### src/rtl/rpsc_fault_input_qualifier.sv
// rtl/rpsc_fault_input_qualifier.sv - sync, debounce and glitch-count the raw PS/amp fault lines
// Qualified levels feed the Card-9 *_IN fault inputs; the first qualified fault is held for the panel.
module rpsc_fault_input_qualifier #(
  parameter int N_CH         = 8,
  parameter int SYNC_STAGES  = 2,
  parameter int ASSERT_CYC   = 16,
  parameter int DEASSERT_CYC = 64,
  parameter int CNT_W        = 8,
  parameter int CHATTER_LIM  = 4
) (
  input  logic                    clk,
  input  logic                    reset_from_card6,
  input  logic [N_CH-1:0]         fault_raw_in,
  input  logic                    fault_ack_in,
  output logic [N_CH-1:0]         fault_qual_out,
  output logic [N_CH-1:0]         fault_rise_out,
  output logic                    any_fault_out,
  output logic                    first_valid_out,
  output logic [$clog2(N_CH)-1:0] first_id_out,
  output logic [N_CH-1:0]         chatter_out
);

  localparam int ID_W = $clog2(N_CH);
  localparam logic [CNT_W-1:0] ASSERT_LAST   = CNT_W'(ASSERT_CYC - 1);
  localparam logic [CNT_W-1:0] DEASSERT_LAST = CNT_W'(DEASSERT_CYC - 1);
  localparam logic [3:0]       CHATTER_TH    = 4'(CHATTER_LIM);

  typedef enum logic [1:0] {
    IDLE   = 2'b00,
    Q_ON   = 2'b01,
    ACTIVE = 2'b10,
    Q_OFF  = 2'b11
  } qual_state_t;

  for (genvar ch = 0; ch < N_CH; ch++) begin : g_ch
    logic [SYNC_STAGES-1:0] sync_q;
    logic                   s;
    qual_state_t            state;
    qual_state_t            state_next;
    logic [CNT_W-1:0]       cnt;
    logic [CNT_W-1:0]       cnt_next;
    logic                   rise_next;
    logic                   glitch_ev;
    logic                   rise_q;
    logic [3:0]             glitch;

    always_ff @(posedge clk or negedge reset_from_card6) begin
      if (!reset_from_card6) begin
        sync_q <= '0;
      end else begin
        sync_q <= {sync_q[SYNC_STAGES-2:0], fault_raw_in[ch]};
      end
    end

    assign s = sync_q[SYNC_STAGES-1];

    always_ff @(posedge clk or negedge reset_from_card6) begin
      if (!reset_from_card6) begin
        state  <= IDLE;
        cnt    <= '0;
        rise_q <= 1'b0;
      end else begin
        state  <= state_next;
        cnt    <= cnt_next;
        rise_q <= rise_next;
      end
    end

    always_comb begin
      state_next = state;
      cnt_next   = cnt;
      rise_next  = 1'b0;
      glitch_ev  = 1'b0;
      case (state)
        IDLE: begin
          if (s) begin
            state_next = Q_ON;
            cnt_next   = CNT_W'(1);
          end
        end
        Q_ON: begin
          if (!s) begin
            state_next = IDLE;
            cnt_next   = '0;
            glitch_ev  = 1'b1;
          end else if (cnt == ASSERT_LAST) begin
            state_next = ACTIVE;
            cnt_next   = '0;
            rise_next  = 1'b1;
          end else begin
            cnt_next = cnt + 1'b1;
          end
        end
        ACTIVE: begin
          if (!s) begin
            state_next = Q_OFF;
            cnt_next   = CNT_W'(1);
          end
        end
        Q_OFF: begin
          // A single high sample re-arms the full release window without a new rise.
          if (s) begin
            state_next = ACTIVE;
            cnt_next   = '0;
          end else if (cnt == DEASSERT_LAST) begin
            state_next = IDLE;
            cnt_next   = '0;
          end else begin
            cnt_next = cnt + 1'b1;
          end
        end
        default: begin
          state_next = IDLE;
          cnt_next   = '0;
        end
      endcase
    end

    always_ff @(posedge clk or negedge reset_from_card6) begin
      if (!reset_from_card6) begin
        glitch <= '0;
      end else if (fault_ack_in) begin
        glitch <= '0;
      end else if (glitch_ev && (glitch != 4'hF)) begin
        glitch <= glitch + 4'd1;
      end
    end

    assign fault_qual_out[ch] = (state == ACTIVE) || (state == Q_OFF);
    assign fault_rise_out[ch] = rise_q;
    assign chatter_out[ch]    = (glitch >= CHATTER_TH);
  end

  assign any_fault_out = |fault_qual_out;

  logic [ID_W-1:0] rise_low;

  always_comb begin
    rise_low = '0;
    for (int i = N_CH - 1; i >= 0; i--) begin
      if (fault_rise_out[i]) rise_low = ID_W'(i);
    end
  end

  // A rise coincident with ack wins, so a fresh fault is never lost to the clear.
  always_ff @(posedge clk or negedge reset_from_card6) begin
    if (!reset_from_card6) begin
      first_valid_out <= 1'b0;
      first_id_out    <= '0;
    end else if ((|fault_rise_out) && (!first_valid_out || fault_ack_in)) begin
      first_valid_out <= 1'b1;
      first_id_out    <= rise_low;
    end else if (fault_ack_in) begin
      first_valid_out <= 1'b0;
      first_id_out    <= '0;
    end
  end

endmodule

### config.mk
export PLATFORM = sky130hd
export DESIGN_NAME = rpsc_fault_input_qualifier
export DESIGN_NICKNAME = d
export VERILOG_FILES = /design/src/rtl/rpsc_fault_input_qualifier.sv
export SDC_FILE = /design/constraint.sdc
export NUM_CORES = 1
export LEC_CHECK = 0
export ABC_AREA = 0
export ABC_CLOCK_PERIOD_IN_PS = 5150
export CORE_ASPECT_RATIO = 1.4
export CORE_UTILIZATION = 29
export CTS_BUF_LIST = sky130_fd_sc_hd__clkbuf_16
export DETAILED_ROUTE_END_ITERATION = 10
export GPL_TIMING_DRIVEN = 0
export PLACE_DENSITY_LB_ADDON = 0.15
export RECOVER_POWER = 25
export SLEW_MARGIN = 10
export SYNTH_ARGS = -nofsm -noshare
export SYNTH_HDL_FRONTEND = slang
export SYNTH_SLANG_ARGS = --single-unit
### constraint.sdc
create_clock -name clk -period 5.15 [get_ports clk]
set_input_delay 1.2875 -clock clk [delete_from_list [all_inputs] [get_ports clk]]
set_output_delay 1.2875 -clock clk [all_outputs]
set_load 0.02 [all_outputs]
==> results by stage <==
Status:
- The flow ran to the end, but the final reports show violations.
- The checks that failed: capacitance limit, slew limit.

GRT:
- The number of global-route vias before repair was 5206.
- The initial antenna violation count was 0.
- The total global routing track utilization is about 13%.
- The first global-routing pass estimated 26000 um of wire.
- Entering global routing, the biggest net connects 92 pins.
- Summed over all layers, the global routing overflow is 0.

Yosys:
- In the synthesized netlist, the number of instances is between 700 and 800.
- The average instance area after synthesis is about 9.7 um2.
- The unique cell type count in the Yosys netlist is 56.
- The synthesized area is 7000 um2.
- The async set or reset register ratio after synthesis is 100%.
- The most frequently used flop master after synthesis is sky130_fd_sc_hd__dfrtp_1.
- The number of synthesized register bits is 140.
- The net count of the mapped netlist is 748.
- The part of the Yosys area used for sequential elements is between 50% and 60%.
- Yosys mapped a number of flops with a built-in enable equal to 0.
- Yosys printed 0 warnings.

Pwr:
- IR analysis of the VDD net gives a maximum drop of between 0.0002 and 0.00025 V.
- Overall power consumption after layout is estimated at roughly 3.6 mW.
- The power density relative to cell area is 435 nW/um2.
- The static leakage is 3.77 nW.

Worst hold path:
- Along the worst hold path, the cell count comes to 0.
- The path class of the tightest hold or removal check is reg2reg.

Floorplanning:
- In this run the vertical extent of the chip is 186 um.
- The count of boundary I/O pins is 40.
- The area of the die is 24800 um2.
- For this configuration, the core starts out at a cell density of around 30%.
- The core area is approximately 23000 um2.
- The die width is ~130 um.
- The placement row count is 66.

CTS:
- The maximum clock insertion buffer count is 2.
- The clock sink count is 140.
- The maximum level of the CTS H-tree is 4.
- The count of instances resized after the clock tree is built is 0.
- At the later pin of the worst-skew pair, clock insertion delay measures 0.41 ns.
- Post-CTS timing repair inserted 0 buffers for setup.
- The number of buffers added to fix hold violations after cts is 0.
- TritonCTS built the clock tree.
- The buffer type at the clock tree root is sky130_fd_sc_hd__clkbuf_16.
- The number of buffers created by CTS is 17.
- The register clock-pin slew on the reported worst setup and hold paths is approximately 0.06 ns.

STA:
- The count of final hold-check violations came to 0.
- The worst setup skew after layout is 0.00782 ns.
- Dividing the final minimum period by the clock period gives 70.8%.
- After routing, the total negative slack on setup checks comes to 0 ns.
- Setup repair after global routing left no endpoint under its margin.
- The number of max-slew violations in the final report is 50.
- The transition at the pin with the smallest max-transition slack is 2.81 ns.
- The worst pin sits at a relative slew slack of -87.2%.
- The total setup violations reported at the end of the flow is 0.
- The highest clock rate is 274 MHz.
- The minimum clock period is between 3 and 4 ns.

Critical path:
- STA puts the critical path data required time at just under 4 ns.
- The category of the worst setup path launch point is a flop.
- STA puts the critical path data arrival time at 2.36 ns.
- The startpoint-to-endpoint class of the critical path is reg2out.
- The worst register-to-register path has a depth of 7.
- In this run the worst path has a maximum fanout of 10.
- The critical path capture point type is an output port.

Detailed routing:
- In the routed layout, each cell is associated on average with a via count of 4.81.
- In the final routed layout, each cell accounts on average for between 10 and 15 um.
- After the first detailed-routing iteration, the DRC count stood at 258.
- The total number of vias is between 5000 and 6000.
- Summed over all layers, the routed wires come to 15200 um.
- For this run, design rule violations remaining after detail routing come to 0.
- The first detailed-routing pass ran for 5 iterations.
- Once detail routing completed, the nets flagged for antenna violations numbered 0.

Finish:
- The number of filler instances in the final layout is 2460.
- 0 antenna diodes ended up in the layout.
- The share of final-layout standard cells stronger than drive strength 1 is 6.99%.
- The area taken by flip-flops and latches is 3500 um2.
- The growth of design area from synthesis to finish is 17.8%.
- The net total in the final layout is 806.
- The multi-input logic area is roughly 3200 um2.

Placement:
- The weighted congestion at the end of routability-driven global placement is about 0.76.
- The HPWL after detailed placement is 10600 um.
- The count of input and output buffers is 38.

Flow run:
- The tool flagged a number of max-cap violations equal to 1.
-- cells by family after synthesis --
group | synth area share [%]
AND/OR/NAND/NOR | 23.3
AO/OA/AOI/OAI | 13.8
flip-flops | 50.0
buffers and inverters | 3.61
XOR/XNOR | 4.13
adder cells (fa/ha/maj) | 2.86
multiplexers | 2.29
-- layer usage --
| layer | vias up | routed length (um) | GRT usage (%) |
|---|---|---|---|
| li1 | 2662 | - | - |
| met1 | 2514 | 7070 | 16.6 |
| met2 | 71 | 7440 | 22.4 |
| met3 | 14 | 514 | 3.54 |
| met4 | 0 | 187 | 4.59 |
| met5 | - | 0 | 0 |
-- worst paths after layout --
check | startpoint | slack (ns) | endpoint
worst max-delay path | flop | 1.50 | any_fault_out
worst min-delay path | g_ch[6].sync_q[0] | 0.34 | g_ch[6].sync_q[1]
worst max register to register | g_ch[6].cnt[0] | 2.98 | g_ch[6].cnt[5]
worst min register to register | g_ch[6].sync_q[0] | 0.34 | g_ch[6].sync_q[1]
max in group asynchronous | reset_from_card6 | 1.76 | g_ch[3].glitch[2]
min in group asynchronous | reset_from_card6 | 1.77 | g_ch[0].cnt[1]
-- cell usage in the layout (no fill, tap or decap), types with 19 or more instances in the layout --
master                            synthesis  layout
sky130_fd_sc_hd__dfrtp_1                140     140
sky130_fd_sc_hd__nor2_1                  74      74
sky130_fd_sc_hd__nand2_1                 54      54
sky130_fd_sc_hd__o21ai_0                 52      52
sky130_fd_sc_hd__clkbuf_1                31      32
sky130_fd_sc_hd__nand3_1                 31      31
sky130_fd_sc_hd__and3_1                  31      31
sky130_fd_sc_hd__clkdlybuf4s50_1          0      29
sky130_fd_sc_hd__a21oi_1                 25      25
sky130_fd_sc_hd__nand2b_1                24      24
sky130_fd_sc_hd__xor2_1                  23      23
sky130_fd_sc_hd__inv_1                   16      19
-- where the power goes --
group          switching, mW  internal (mW)
sequential             0.161           1.27
combinational          0.670          0.466
clock                  0.437          0.585
total                   1.27           2.32
-- synth_stat cells (3+ instances only) --
cell | n | area [um2]
sky130_fd_sc_hd__nor3b_1 | 14 | 105
sky130_fd_sc_hd__nand4_1 | 7 | 43.8
sky130_fd_sc_hd__nand3b_1 | 9 | 67.6
sky130_fd_sc_hd__or2_2 | 10 | 62.6
sky130_fd_sc_hd__inv_1 | 16 | 60.1
sky130_fd_sc_hd__or3_1 | 8 | 50.1
sky130_fd_sc_hd__nor3_1 | 15 | 75.1
sky130_fd_sc_hd__nor2_1 | 74 | 278
sky130_fd_sc_hd__a21o_1 | 17 | 128
sky130_fd_sc_hd__a22o_1 | 3 | 26.3
sky130_fd_sc_hd__buf_4 | 8 | 60.1
sky130_fd_sc_hd__xnor2_1 | 10 | 87.6
sky130_fd_sc_hd__o21a_1 | 3 | 22.5
sky130_fd_sc_hd__o21ai_0 | 52 | 260
sky130_fd_sc_hd__dfrtp_1 | 140 | 3500
sky130_fd_sc_hd__mux2_2 | 8 | 90.1
sky130_fd_sc_hd__nor2b_1 | 13 | 81.3
sky130_fd_sc_hd__xor2_1 | 23 | 201
sky130_fd_sc_hd__and3_1 | 31 | 194
sky130_fd_sc_hd__ha_1 | 16 | 200
sky130_fd_sc_hd__mux2i_1 | 7 | 70.1
sky130_fd_sc_hd__a211o_1 | 4 | 35.0
sky130_fd_sc_hd__nor4_1 | 6 | 37.5
sky130_fd_sc_hd__o31ai_1 | 6 | 45.0
sky130_fd_sc_hd__a311oi_1 | 3 | 26.3
sky130_fd_sc_hd__clkbuf_1 | 31 | 116
sky130_fd_sc_hd__o211ai_1 | 8 | 60.1
sky130_fd_sc_hd__nand2b_1 | 24 | 150
sky130_fd_sc_hd__a31oi_1 | 9 | 56.3
sky130_fd_sc_hd__o22a_1 | 3 | 26.3
sky130_fd_sc_hd__nand2_1 | 54 | 203
sky130_fd_sc_hd__and4b_1 | 4 | 40.0
sky130_fd_sc_hd__a21oi_1 | 25 | 125
sky130_fd_sc_hd__nand3_1 | 31 | 155
-- critical path, stage by stage (launching register included) --
cell	delay, ns
sky130_fd_sc_hd__dfrtp_1	0.35
sky130_fd_sc_hd__clkbuf_1	0.27
sky130_fd_sc_hd__nor4_1	0.65
sky130_fd_sc_hd__nand2_1	0.10
sky130_fd_sc_hd__clkdlybuf4s50_1	0.56
-- per-stage QoR --
stage	setup WS, ns	hold slack [ns]	util, %	cell area (um2)	instances
after floorplan	2.90	0.331	-	7000	721
after global placement	-3.37	0.332	33.1	7770	1065
after detailed placement	1.83	0.335	33.3	7800	1066
after CTS	1.36	0.343	35.2	8270	1093
after global routing	1.10	0.348	35.2	8250	1093
final	1.50	0.343	35.2	8250	1093
-- state kept, by name, indices dropped and copies added, names as in the netlist, named ones only --
name and flops:
g_ch.cnt 64, g_ch.glitch 32, first_id_out 3, first_valid_out 1, g_ch.rise_q 8, g_ch.state 8, g_ch.sync_q 16
-- final cells by class --
type	instances	share of cell area (%)
Timing Repair Buffer	39	4.87
Multi-Input combinational cell	524	39.3
Inverter	16	0.728
Clock buffer	17	5.16
Sequential cell	140	42.5
Tap cell	306	4.64
Buffer	41	2.34
Clock inverter	10	0.500
Power figures use the tool's default switching activity.
